**config.mk**
```make
export PLATFORM = sky130hd
export DESIGN_NAME = enable_load_sequencer_ctrl
export DESIGN_NICKNAME = d
export VERILOG_FILES = /design/src/rtl/enable_load_sequencer_ctrl_pkg.sv /design/src/rtl/enable_load_sequencer_ctrl_step_timer.sv /design/src/rtl/enable_load_sequencer_ctrl.sv
export SDC_FILE = /design/constraint.sdc
export NUM_CORES = 1
export LEC_CHECK = 0
export BUFFER_PORTS_ARGS = -buffer_cell sky130_fd_sc_hd__buf_4
export CAP_MARGIN = 20
export CORE_ASPECT_RATIO = 0.6
export CORE_MARGIN = 2
export CORE_UTILIZATION = 57
export CTS_BUF_LIST = sky130_fd_sc_hd__clkbuf_8
export DETAILED_ROUTE_END_ITERATION = 8
export PLACE_DENSITY_LB_ADDON = 0.2
export SLEW_MARGIN = 20
export SYNTH_ARGS = -nofsm -noshare
export SYNTH_HDL_FRONTEND = slang
export SYNTH_SLANG_ARGS = --single-unit
```
**constraint.sdc**
```tcl
create_clock -name i_clock -period 3.49 [get_ports i_clock]
set_clock_uncertainty 0.1 [all_clocks]
set_input_delay 0.698 -clock i_clock [delete_from_list [all_inputs] [get_ports i_clock]]
set_output_delay 0.698 -clock i_clock [all_outputs]
set_load 0.02 [all_outputs]
```
**src/rtl/enable_load_sequencer_ctrl_pkg.sv**
```systemverilog
// Shared encodings and bus helpers for the enable/load sequencer.
package enable_load_seq_pkg;

  typedef enum logic [1:0] {
    ST_IDLE = 2'd0,
    ST_RUN  = 2'd1,
    ST_LOAD = 2'd2,
    ST_DONE = 2'd3
  } state_t;

  localparam logic MODE_ONESHOT = 1'b0;
  localparam logic MODE_REPEAT  = 1'b1;

  // Upper bounds for the generic limit extractor; callers truncate the result.
  localparam int LIM_BUS_MAX  = 1024;
  localparam int NB_TIMER_MAX = 32;

  function automatic logic [NB_TIMER_MAX-1:0] limit_at(
    input logic [LIM_BUS_MAX-1:0] bus,
    input int unsigned            k,
    input int unsigned            nb
  );
    logic [LIM_BUS_MAX-1:0] sh;
    sh       = bus >> (k * nb);
    limit_at = sh[NB_TIMER_MAX-1:0] & ((NB_TIMER_MAX'(1) << nb) - NB_TIMER_MAX'(1));
  endfunction

endpackage

```
**src/rtl/enable_load_sequencer_ctrl_step_timer.sv**
```systemverilog
// Per-step cycle counter; flags the last enable cycle of the active step.
module step_timer #(
  parameter int NB_TIMER = 6
) (
  input  logic                i_clock,
  input  logic                i_reset,
  input  logic                i_valid,
  input  logic                i_clear,
  input  logic                i_enable,
  input  logic [NB_TIMER-1:0] i_limit,
  output logic                o_done
);

  logic [NB_TIMER-1:0] timer;

  // Clear is not gated by i_valid so that abort can reach the counter.
  always_ff @(posedge i_clock or posedge i_reset) begin
    if (i_reset)                  timer <= '0;
    else if (i_clear)             timer <= '0;
    else if (i_valid && i_enable) timer <= timer + NB_TIMER'(1);
  end

  assign o_done = (timer == (i_limit - NB_TIMER'(1)));

endmodule

```
**src/rtl/enable_load_sequencer_ctrl.sv**
```systemverilog
// Multi-step enable/load sequencer with repeat, abort and zero-length step skip.
module enable_load_sequencer_ctrl
  import enable_load_seq_pkg::*;
#(
  parameter int N_STEPS      = 8,
  parameter int LOG2_N_STEPS = 3,
  parameter int NB_TIMER     = 6,
  parameter int NB_REPEAT    = 4,
  parameter int NB_STATE     = 2
) (
  input  logic                         i_clock,
  input  logic                         i_reset,
  input  logic                         i_valid,
  input  logic                         i_trigger,
  input  logic                         i_abort,
  input  logic                         i_mode,
  input  logic [NB_REPEAT-1:0]         i_n_repeat,
  input  logic [N_STEPS*NB_TIMER-1:0]  i_limit_time_bus,
  output logic [N_STEPS-1:0]           o_enable_bus,
  output logic [N_STEPS-1:0]           o_load_bus,
  output logic [LOG2_N_STEPS-1:0]      o_step_idx,
  output logic                         o_busy,
  output logic                         o_done,
  output logic [NB_STATE-1:0]          o_state
);

  state_t                       state;
  logic [LOG2_N_STEPS-1:0]      idx;
  logic [LOG2_N_STEPS-1:0]      idx_nxt;
  logic [NB_REPEAT-1:0]         pass_cnt;
  logic [NB_REPEAT-1:0]         n_rep_sh;
  logic                         mode_sh;
  logic [N_STEPS*NB_TIMER-1:0]  lim_sh;
  logic [N_STEPS-1:0][NB_TIMER-1:0] lim;
  logic                         t_done;
  logic                         t_clear;
  logic                         last_step;
  logic                         more_pass;

  for (genvar k = 0; k < N_STEPS; k++) begin : g_lim
    assign lim[k] = NB_TIMER'(limit_at(LIM_BUS_MAX'(lim_sh), k, NB_TIMER));
  end

  assign idx_nxt   = idx + LOG2_N_STEPS'(1);
  assign last_step = (idx == LOG2_N_STEPS'(N_STEPS - 1));
  assign more_pass = (mode_sh == MODE_REPEAT) &&
                     ((n_rep_sh == '0) || (pass_cnt < n_rep_sh));

  // Timer restarts on every step entry: trigger acceptance and each load.
  assign t_clear = i_abort ||
                   (i_valid && (((state == ST_IDLE) && i_trigger) || (state == ST_LOAD)));

  step_timer #(.NB_TIMER(NB_TIMER)) u_step_timer (
    .i_clock  (i_clock),
    .i_reset  (i_reset),
    .i_valid  (i_valid),
    .i_clear  (t_clear),
    .i_enable (state == ST_RUN),
    .i_limit  (lim[idx]),
    .o_done   (t_done)
  );

  always_ff @(posedge i_clock or posedge i_reset) begin
    if (i_reset) begin
      state    <= ST_IDLE;
      idx      <= '0;
      pass_cnt <= '0;
      lim_sh   <= '0;
      mode_sh  <= MODE_ONESHOT;
      n_rep_sh <= '0;
    end else if (i_abort) begin
      state    <= ST_IDLE;
      idx      <= '0;
      pass_cnt <= '0;
    end else if (i_valid) begin
      case (state)
        ST_IDLE: if (i_trigger) begin
          lim_sh   <= i_limit_time_bus;
          mode_sh  <= i_mode;
          n_rep_sh <= i_n_repeat;
          idx      <= '0;
          pass_cnt <= '0;
          state    <= (i_limit_time_bus[NB_TIMER-1:0] == '0) ? ST_LOAD : ST_RUN;
        end
        ST_RUN: if (t_done) state <= ST_LOAD;
        ST_LOAD: begin
          if (!last_step) begin
            idx   <= idx_nxt;
            state <= (lim[idx_nxt] == '0) ? ST_LOAD : ST_RUN;
          end else if (more_pass) begin
            // Saturate so an endless run never wraps into a finite count.
            if (pass_cnt != '1) pass_cnt <= pass_cnt + NB_REPEAT'(1);
            idx   <= '0;
            state <= (lim[0] == '0) ? ST_LOAD : ST_RUN;
          end else begin
            state <= ST_DONE;
          end
        end
        ST_DONE: state <= ST_IDLE;
        default: state <= ST_IDLE;
      endcase
    end
  end

  for (genvar k = 0; k < N_STEPS; k++) begin : g_out
    assign o_enable_bus[k] = (state == ST_RUN)  && (idx == LOG2_N_STEPS'(k));
    assign o_load_bus[k]   = (state == ST_LOAD) && (idx == LOG2_N_STEPS'(k));
  end

  assign o_step_idx = idx;
  assign o_busy     = (state == ST_RUN) || (state == ST_LOAD);
  assign o_done     = (state == ST_DONE);
  assign o_state    = NB_STATE'(state);

endmodule

```
==> results.toml, run 1 <==
[cells_and_area]
num_antenna_cells = 0
nets = 472
finish.utilization = 0.721
fillCellCount = 475
drive_gt1_frac = 0.438
area_delta_synth_final_pct = 23.2

[synthesis]
yosysSeqAreaShare = 0.440
async_flop_share = 1.00
synth_mux_area_frac = 0.271
synthXorXnorAreaFrac = 0.0249
synthesis.nets = 390
syn_inst = 316
yosysTopAreaCellShare = 0.440
synth_area_leader_cell = "dfrtp_1"
synth-main-ff-cell = "dfrtp_1"
synthAdderAreaFrac = 0.0517
postSynthAreaPerCell_sq_um = 12.3
synth_warnings = 0
yosysMostFrequentCell = "dfrtp_1"
synth-simple-area-share = 0.115
syn_area_sq_um = 3870
yosysUniqueCellTypes = 49
synth-seq-cells = 68
ys_top_cells_by_count = "dfrtp_1 (68), mux2_2 (55), nor2_1 (19), ha_1 (16), inv_1 (13)"
synth-edff-count = 0
synth_top_family_by_area = "multiplexers"
yosys-top-cells-area = "dfrtp_1 (44%), mux2_2 (16%), mux4_2 (5.8%)"
synth-compound-area-share = 0.0669

[clock_network]
clk_pin_slew_ns = 0.07
htreeDepth = 3
cts_buffers = 9
root_buffer = "clkbuf_8"
postCtsSetupRepairBufs = 0
cts_hold_buf = 0
clock_sinks = 68
cts_resized = 0
cts_tree = "yes"
cts_buffer_depth = 2
clk-insertion-delay-late_ns = 0.35

[power_and_ir_drop]
leakagePower_nw = 2.20
p_int_mw = 2.25
combPwrFrac = 0.380
share_seq_of_total_power = 0.420
powerDensity_nw_per_um2 = 742
switching_share = 0.364
power.switching_mw = 1.29
power_frac_clock = 0.201
peakVddDrop_mv = 0.348

[grt]
antenna_found_initial = 0
grtUsageTotal = 0.266
grt_overflow = 0
grt_max_degree = 69
grt_pass1_vias = 2750
grt_pass1_wl_mm = 14.3

[place]
place.gp.congestion = 0.961
pre_cts_ws_ns = 0.386
dp_hpwl_mm = 7.14
portBuffers = 80

[sta]
whs_ns = 0.422
finalHoldViolCount = 0
fin_ws_ns = 0.348
setup_viol = 0
finalCritPeriodShare = 0.900
timing.fmax_ghz = 0.318
drv_slew = 0
fin_crit_ns = 3.14
max_slew.worst_pin.slew_ns = 0.868
rsz0062_at_grt = "false"
setup_tns_ns = 0
max_slew_margin = 0.421

[worst_setup_path]
crit_path_end_kind = "flop"
crit_path_end = "o_state[0]$_DFFE_PP0P_"
worstPathArrival_ns = 3.32
crit_path_cell_trace = "mux4_2 -> mux2i_4 -> ha_1 -> xnor2_1 -> nor3_1 -> o2111ai_1 -> a22oi_4 -> mux2_4 -> nor2_2"
crit_fanout = 10
r2r_cells = 9
startpoint_type = "flop"
rr_endpoint = "o_state[0]$_DFFE_PP0P_"
crit-reg2reg-launch = "o_step_idx[1]$_DFFE_PP0P_"
critPathMaxStageDelay_ns = 0.69
cp_slowest_cell = "dfrtp_1"
rrSetupSlack_ns = 0.35
cp-startpoint = "o_step_idx[1]$_DFFE_PP0P_"
crit_required_ns = 3.67
crit_type = "reg -> reg"

[route]
route.detailed.drc = 0
drt-wirelength-per-cell_um = 19.2
num_vias = 2899
via_per_inst = 5.93
ant_nets = 0
initialDrtViolationCount = 253
dr.pass1.iters = 5
routed_wirelength_mm = 9.40

[floorplanning]
core_sq_um = 6620
die_area_sq_um = 7490
ios = 81
die_width_um = 110
start_util = 0.585
die_h_um = 67.8
rows = 23

[outcome]
outcome = "complete, no violations"

[worst_hold_path]
holdCritPathClass = "reg -> reg"

[run]
drv_cap = 0
## final cells by class
class / instances / area, sq um / area share
Tap cell: 87 / 109 / 0.0228
Inverter: 15 / 56.3 / 0.0118
Multi-Input combinational cell: 219 / 2050 / 0.430
Sequential cell: 68 / 1700 / 0.357
Clock inverter: 5 / 77.6 / 0.0163
Clock buffer: 10 / 138 / 0.0289
Timing Repair Buffer: 85 / 638 / 0.134
## worst max-delay path: cells and delay by family, from the launching register on
kind	cells	cell delay [ns]
AND/OR/NAND/NOR	2	0.31
AO/OA/AOI/OAI	2	0.42
adder cells (fa/ha/maj)	1	0.28
multiplexers	3	1.16
XOR/XNOR	1	0.13
flip-flops	1	0.69
## power by group through the flow
stage | clock network, mW | logic (mW) | registers, mW
after floorplan | 0 | 1.04 | 1.32
after global placement | 0 | 1.28 | 1.47
after detailed placement | 0 | 1.34 | 1.48
after CTS | 0.722 | 1.34 | 1.47
after global routing | 0.760 | 1.46 | 1.52
final | 0.710 | 1.34 | 1.49
## per-layer routing
metal / global-route usage / routed length (um) / vias to the layer above
met3: 0.0829 / 847 / 4
met4: 0.0734 / 31 / 0
met2: 0.378 / 4130 / 127
li1: - / - / 1337
met5: 0 / 0 / -
met1: 0.394 / 4390 / 1431
## registers in the layout, indices dropped and copies added, names as in the netlist
signal,cells
o_step_idx,3
o_state,2
mode_sh,1
lim,48
pass_cnt,4
n_rep_sh,4
u_step_timer.timer,6
## cell families (layout without fill, tap and decap cells)
family	count (synthesis)	in the layout
simple gates	83	83
mux	76	76
flops	68	68
compound gates	33	33
buf+inv	29	115
fa+ha+maj	16	16
xor+xnor	11	11
## metrics by stage
step           total power [mW]  area (sq um)  instances
2_1_floorplan              2.36          3870        316
3_3_place_gp               2.75          4550        474
3_5_place_dp               2.82          4550        474
4_1_cts                    3.54          4770        489
5_1_grt                    3.74          4770        489
6_report                   3.54          4770        489
## placed cells by master (no fill, tap or decap), types with 2 or more instances in the layout
| cell type | netlist | layout |
|---|---|---|
| nand2b_1 | 4 | 4 |
| a21o_1 | 3 | 3 |
| mux2_2 | 55 | 55 |
| nand3_1 | 8 | 8 |
| inv_1 | 13 | 13 |
| a211oi_1 | 2 | 2 |
| a31oi_1 | 3 | 3 |
| dfrtp_1 | 68 | 68 |
| a21oi_1 | 5 | 5 |
| mux2i_1 | 3 | 3 |
| xnor2_1 | 2 | 2 |
| mux4_1 | 3 | 3 |
| buf_4 | 0 | 85 |
| xor2_1 | 9 | 9 |
| nand4_1 | 2 | 2 |
| and3_1 | 12 | 12 |
| nor3_1 | 7 | 7 |
| clkbuf_8 | 0 | 10 |
| or3_1 | 2 | 2 |
| ha_1 | 16 | 16 |
| mux4_2 | 10 | 10 |
| and2_1 | 3 | 3 |
| nor4_1 | 7 | 7 |
| nor2_1 | 19 | 19 |
| or4_1 | 3 | 3 |
| bufinv_16 | 0 | 2 |
| mux2i_4 | 3 | 3 |
| o41ai_1 | 5 | 5 |
| o21ai_0 | 5 | 5 |
| nand2_1 | 11 | 11 |
| inv_2 | 1 | 2 |
## worst min path at each step
stage	startpoint	endpoint	slack [ns]	cells after the start
after floorplan	mode_sh$_DFFE_PP0P_	mode_sh$_DFFE_PP0P_	0.38	1
after global placement	mode_sh$_DFFE_PP0P_	mode_sh$_DFFE_PP0P_	0.39	1
after detailed placement	mode_sh$_DFFE_PP0P_	mode_sh$_DFFE_PP0P_	0.41	1
after CTS	mode_sh$_DFFE_PP0P_	mode_sh$_DFFE_PP0P_	0.42	1
after global routing	mode_sh$_DFFE_PP0P_	mode_sh$_DFFE_PP0P_	0.45	1
final	mode_sh$_DFFE_PP0P_	mode_sh$_DFFE_PP0P_	0.42	1
No activity file was read; power rests on OpenSTA's default activity.
==> run 2, diff against run 1 <==
- ABC_AREA: unset -> 1
- CORE_MARGIN: 2 -> 4
- clock period: 3.49 -> 3 ns (I/O delays scaled with it)
==> run 2 against run 1 <==
Net effect:
- wire length grew 19%
- critical endpoint is now o_state[1]$_DFFE_PP0P_
- critical path depth grew 7
- via count grew 42%
- count of clock-buffer cells in the layout is the same
- setup slack lost 0.080 ns
- sequential share of layout area shrank 1.9 points
- largest cell class unchanged
- highest routed layer unchanged
==> results.toml, run 2 <==
[floorplanning]
core_sq_um = 6850
die_area_sq_um = 8700
die_width_um = 118
start_util = 0.602
die_h_um = 73.9
rows = 23
ios = 81

[grt]
grt_pass1_wl_mm = 18.8
grt_max_degree = 44
grt_overflow = 0
antenna_found_initial = 0
grt_pass1_vias = 3924
grtUsageTotal = 0.273

[synthesis]
synth-edff-count = 0
postSynthAreaPerCell_sq_um = 7.15
synth-seq-cells = 68
yosysTopAreaCellShare = 0.413
yosysUniqueCellTypes = 29
yosysSeqAreaShare = 0.413
yosys-top-cells-area = "dfrtp_1 (41%), nand2_1 (12%), inv_1 (7.6%)"
synth_area_leader_cell = "dfrtp_1"
async_flop_share = 1.00
ys_top_cells_by_count = "nand2_1 (127), inv_1 (83), nor2_1 (72), dfrtp_1 (68), nand3_1 (62)"
synthesis.nets = 651
syn_area_sq_um = 4120
syn_inst = 577
yosysMostFrequentCell = "nand2_1"
synth_warnings = 0
synth-main-ff-cell = "dfrtp_1"

[outcome]
outcome = "complete, no violations"

[clock_network]
clk-insertion-delay-late_ns = 0.36
cts_tree = "yes"
root_buffer = "clkbuf_8"
clk_pin_slew_ns = 0.07
clock_sinks = 68
cts_hold_buf = 0
postCtsSetupRepairBufs = 0
cts_buffer_depth = 2
cts_resized = 0
htreeDepth = 3
cts_buffers = 9

[sta]
max_slew_margin = 0.619
finalHoldViolCount = 0
setup_tns_ns = 0
rsz0062_at_grt = "false"
drv_slew = 0
timing.fmax_ghz = 0.366
setup_viol = 0
max_slew.worst_pin.slew_ns = 0.570
fin_crit_ns = 2.73
finalCritPeriodShare = 0.911

[run]
drv_cap = 0

[worst_setup_path]
critical_path.top_delay_family = "simple AND/OR/NAND/NOR gates"
rr_endpoint = "o_state[1]$_DFFE_PP0P_"
worstPathArrival_ns = 2.88
startpoint_type = "flop"
cp.buffers_inverters = 2
crit_type = "reg -> reg"
r2r_cells = 16
cp_common_cell = "nand2_1"
crit-reg2reg-launch = "o_step_idx[0]$_DFFE_PP0P_"
critPathMaxStageDelay_ns = 0.53
cp_slowest_cell = "dfrtp_1"
crit_fanout = 23
crit_path_end_kind = "flop"
crit_required_ns = 3.15
rrSetupSlack_ns = 0.27
cp_num_cells = 16
crit_path_cell_trace = "inv_2 -> nand2_1 -> nand3_1 -> nand3_1 -> nand2_1 -> ha_1 -> xor2_1 -> inv_1 -> nand2_1 -> nand4_1 -> nor2_2 -> nand3_2 -> nand2_2 -> nand3_1 -> nand2_1 -> nor2_1"

[power_and_ir_drop]
leakagePower_nw = 2.68
finalPower_mw = 2.95
peakVddDrop_mv = 0.426
powerDensity_nw_per_um2 = 585

[place]
dpl_cell_area_sq_um = 4820
portBuffers = 80
place.gp.congestion = 1.02
dp_hpwl_mm = 8.49

[route]
num_vias = 4129
initialDrtViolationCount = 476
route.detailed.drc = 0
dr.pass1.iters = 6
routed_wirelength_mm = 11.2
via_per_inst = 5.52
ant_nets = 0
drt-wirelength-per-cell_um = 15.0

[cells_and_area]
final_area_sq_um = 5030
mostFrequentLayoutCell = "nand2_1"
nets = 730
final_cell_mix = "nand2_1 (127), buf_4 (87), inv_1 (84)"
multi_input_area_sq_um = 1980
drive_gt1_frac = 0.186
largest_reg_flops = 48
seqCellArea_sq_um = 1700
fillCellCount = 560
finish.utilization = 0.735
num_antenna_cells = 0
area_delta_synth_final_pct = 22.1

[worst_hold_path]
holdCritPathClass = "in -> async"
run 2: worst max path at each step:
stage / from / endpoint
floorplan: i_reset / lim[0]$_DFFE_PP0P_
global placement: o_step_idx[0]$_DFFE_PP0P_ / o_state[0]$_DFFE_PP0P_
detailed placement: o_step_idx[0]$_DFFE_PP0P_ / o_state[0]$_DFFE_PP0P_
CTS: o_step_idx[0]$_DFFE_PP0P_ / o_load_bus[7]
global route: o_step_idx[0]$_DFFE_PP0P_ / o_state[0]$_DFFE_PP0P_
finish: o_step_idx[0]$_DFFE_PP0P_ / o_state[1]$_DFFE_PP0P_
run 2: cell type report:
class | instances | share of cell area
Timing Repair Buffer | 89 | 0.138
Sequential cell | 68 | 0.338
Multi-Input combinational cell | 400 | 0.394
Clock buffer | 10 | 0.0273
Inverter | 88 | 0.0656
Tap cell | 87 | 0.0216
Clock inverter | 6 | 0.0159
run 2: metal layers:
layer | track usage | share of wire
met1 | 0.380 | 0.45
met2 | 0.405 | 0.44
met3 | 0.0915 | 0.10
met4 | 0.0935 | 0.0097
met5 | 0 | 0
run 2: cells by family after synthesis:
family          Yosys count  share of synthesized area
compound gates           77                     0.0959
simple gates            298                      0.310
fa+ha+maj                16                     0.0485
flops                    68                      0.413
xor+xnor                  2                    0.00425
mux                       7                     0.0191
buf+inv                 109                      0.110
run 2: power by group:
| group | internal, mW | total [mW] | switching (mW) |
|---|---|---|---|
| logic | 0.323 | 0.873 | 0.550 |
| clock network | 0.483 | 0.829 | 0.346 |
| registers | 1.12 | 1.24 | 0.120 |
run 2: stage by stage:
stage               worst slack, ns  std cells  hold slack (ns)
finish                        0.268        748            0.201
global route                 0.0814        748            0.237
CTS                           0.290        748            0.211
detailed placement            0.392        732            0.416
global placement              0.533        732            0.399
floorplan                     0.588        577            0.375
==> run 3, diff against run 2 <==
- CORE_MARGIN: 4 -> 2
==> run 3 against run 2 <==
Net effect:
- setup slack better by 0.13 ns
- via count decreased by 0.82%
- design area decreased by 0.25%
- largest cell class unchanged
- sequential power about the same
- non-clock buffer count rose by 2
- combinational power is 0.7% lower
- flip-flop and latch count unchanged
==> results.toml, run 3 (synthesized netlist as in run 2, its figures left out) <==
[outcome]
outcome = "complete, no violations"

[floorplanning]
core_sq_um = 6850
ios = 81
rows = 23
die_area_sq_um = 7950
die_h_um = 69.9
start_util = 0.602
die_width_um = 114

[clock_network]
clock_sinks = 68
root_buffer = "clkbuf_8"
cts_resized = 0
htreeDepth = 3
postCtsSetupRepairBufs = 0
clk_pin_slew_ns = 0.07
cts_buffer_depth = 2
cts_hold_buf = 0
cts_buffers = 9
clk-insertion-delay-late_ns = 0.36
cts_tree = "yes"

[route]
ant_nets = 0
num_vias = 4095
dr.pass1.iters = 5
dr_wl_met2_mm = 4.70
via_per_inst = 5.47
initialDrtViolationCount = 358
routed_wirelength_mm = 11.3
route.detailed.drc = 0
top_layer_used = "met4"
wl_met3_um = 990
drt-met1-wl_mm = 5.39
drt-wirelength-per-cell_um = 15.1

[power_and_ir_drop]
leakagePower_nw = 2.69
combPwrFrac = 0.300
share_seq_of_total_power = 0.430
power.switching_mw = 0.997
finalPower_mw = 2.89
peakVddDrop_mv = 0.450
power_frac_clock = 0.269
switching_share = 0.346
powerDensity_nw_per_um2 = 575
p_int_mw = 1.89

[grt]
grt_overflow = 0
grtUsageTotal = 0.301
grt_pass1_wl_mm = 18.6
grt_max_degree = 40
antenna_found_initial = 0
grt_pass1_vias = 3875

[worst_setup_path]
crit_path_end_kind = "output pin"
startpoint_type = "flop"
crit_path_cell_trace = "buf_4 -> ha_1 -> ha_1 -> nand2_1 -> inv_1 -> buf_4"
cp_slowest_cell = "dfrtp_1"
critical_path.top_delay_family = "flip-flops"
worstPathArrival_ns = 1.90
crit_fanout = 10
cp_num_cells = 6
critPathMaxStageDelay_ns = 0.52
crit_required_ns = 2.30
r2r_cells = 16
cp.buffers_inverters = 3
crit_type = "reg -> out"

[worst_hold_path]
holdCritPathClass = "in -> async"

[cells_and_area]
num_antenna_cells = 0
area_delta_synth_final_pct = 21.8
largest_reg_flops = 48
nets = 732
mostFrequentLayoutCell = "nand2_1"
drive_gt1_frac = 0.187
final_cell_mix = "nand2_1 (127), buf_4 (90), inv_1 (84)"

[sta]
finalCritPeriodShare = 0.868
setup_viol = 0
timing.fmax_ghz = 0.384
whs_ns = 0.251
fin_crit_ns = 2.60
max_slew.worst_pin.slew_ns = 0.705
drv_slew = 0
max_slew_margin = 0.529
setup_tns_ns = 0
rsz0062_at_grt = "false"
finalHoldViolCount = 0

[place]
portBuffers = 80
dp_hpwl_mm = 8.66
place.gp.congestion = 1.04

[run]
drv_cap = 0
[run 3: cell type report]
type                       instances  area [sq um]
tap                               87           109
inverter                          88           330
sequential                        68          1700
clock buffer                      12           165
timing repair buffer              91           696
fill                             550          1830
clock inverter                     3          37.5
multi-input combinational        400          1980
[run 3: power groups by stage]
stage	Combinational (mW)	Sequential (mW)	Clock [mW]
3_5_place_dp	0.853	1.25	0
4_1_cts	0.858	1.24	0.795
3_3_place_gp	0.824	1.25	0
5_1_grt	0.982	1.26	0.829
2_1_floorplan	0.599	1.23	0
6_report	0.867	1.24	0.778
[run 3: final timing paths]
| check | startpoint | to | slack (ns) |
|---|---|---|---|
| max | o_step_idx[1]$_DFFE_PP0P_ | o_load_bus[7] | 0.40 |
| min | i_reset | lim[8]$_DFFE_PP0P_ | 0.25 |
| max reg2reg | o_step_idx[0]$_DFFE_PP0P_ | o_state[0]$_DFFE_PP0P_ | 0.52 |
| min reg2reg | n_rep_sh[2]$_DFFE_PP0P_ | n_rep_sh[2]$_DFFE_PP0P_ | 0.44 |
| max in group asynchronous | i_reset | lim[18]$_DFFE_PP0P_ | 1.75 |
| min in group i_clock | i_limit_time_bus[23] | lim[23]$_DFFE_PP0P_ | 0.37 |
[run 3: stage by stage]
step	std cells	worst slack (ns)	utilization	area, sq um
2_1_floorplan	577	0.588	-	4120
3_3_place_gp	734	0.669	0.704	4820
3_5_place_dp	734	0.567	0.704	4820
4_1_cts	749	0.405	0.733	5020
5_1_grt	749	0.271	0.733	5020
6_report	749	0.396	0.733	5020
[run 3: per-layer routing]
| metal | GRT usage | vias up |
|---|---|---|
| met5 | 0 | - |
| li1 | - | 2002 |
| met4 | 0.0921 | 0 |
| met3 | 0.0842 | 25 |
| met2 | 0.423 | 163 |
| met1 | 0.449 | 1905 |
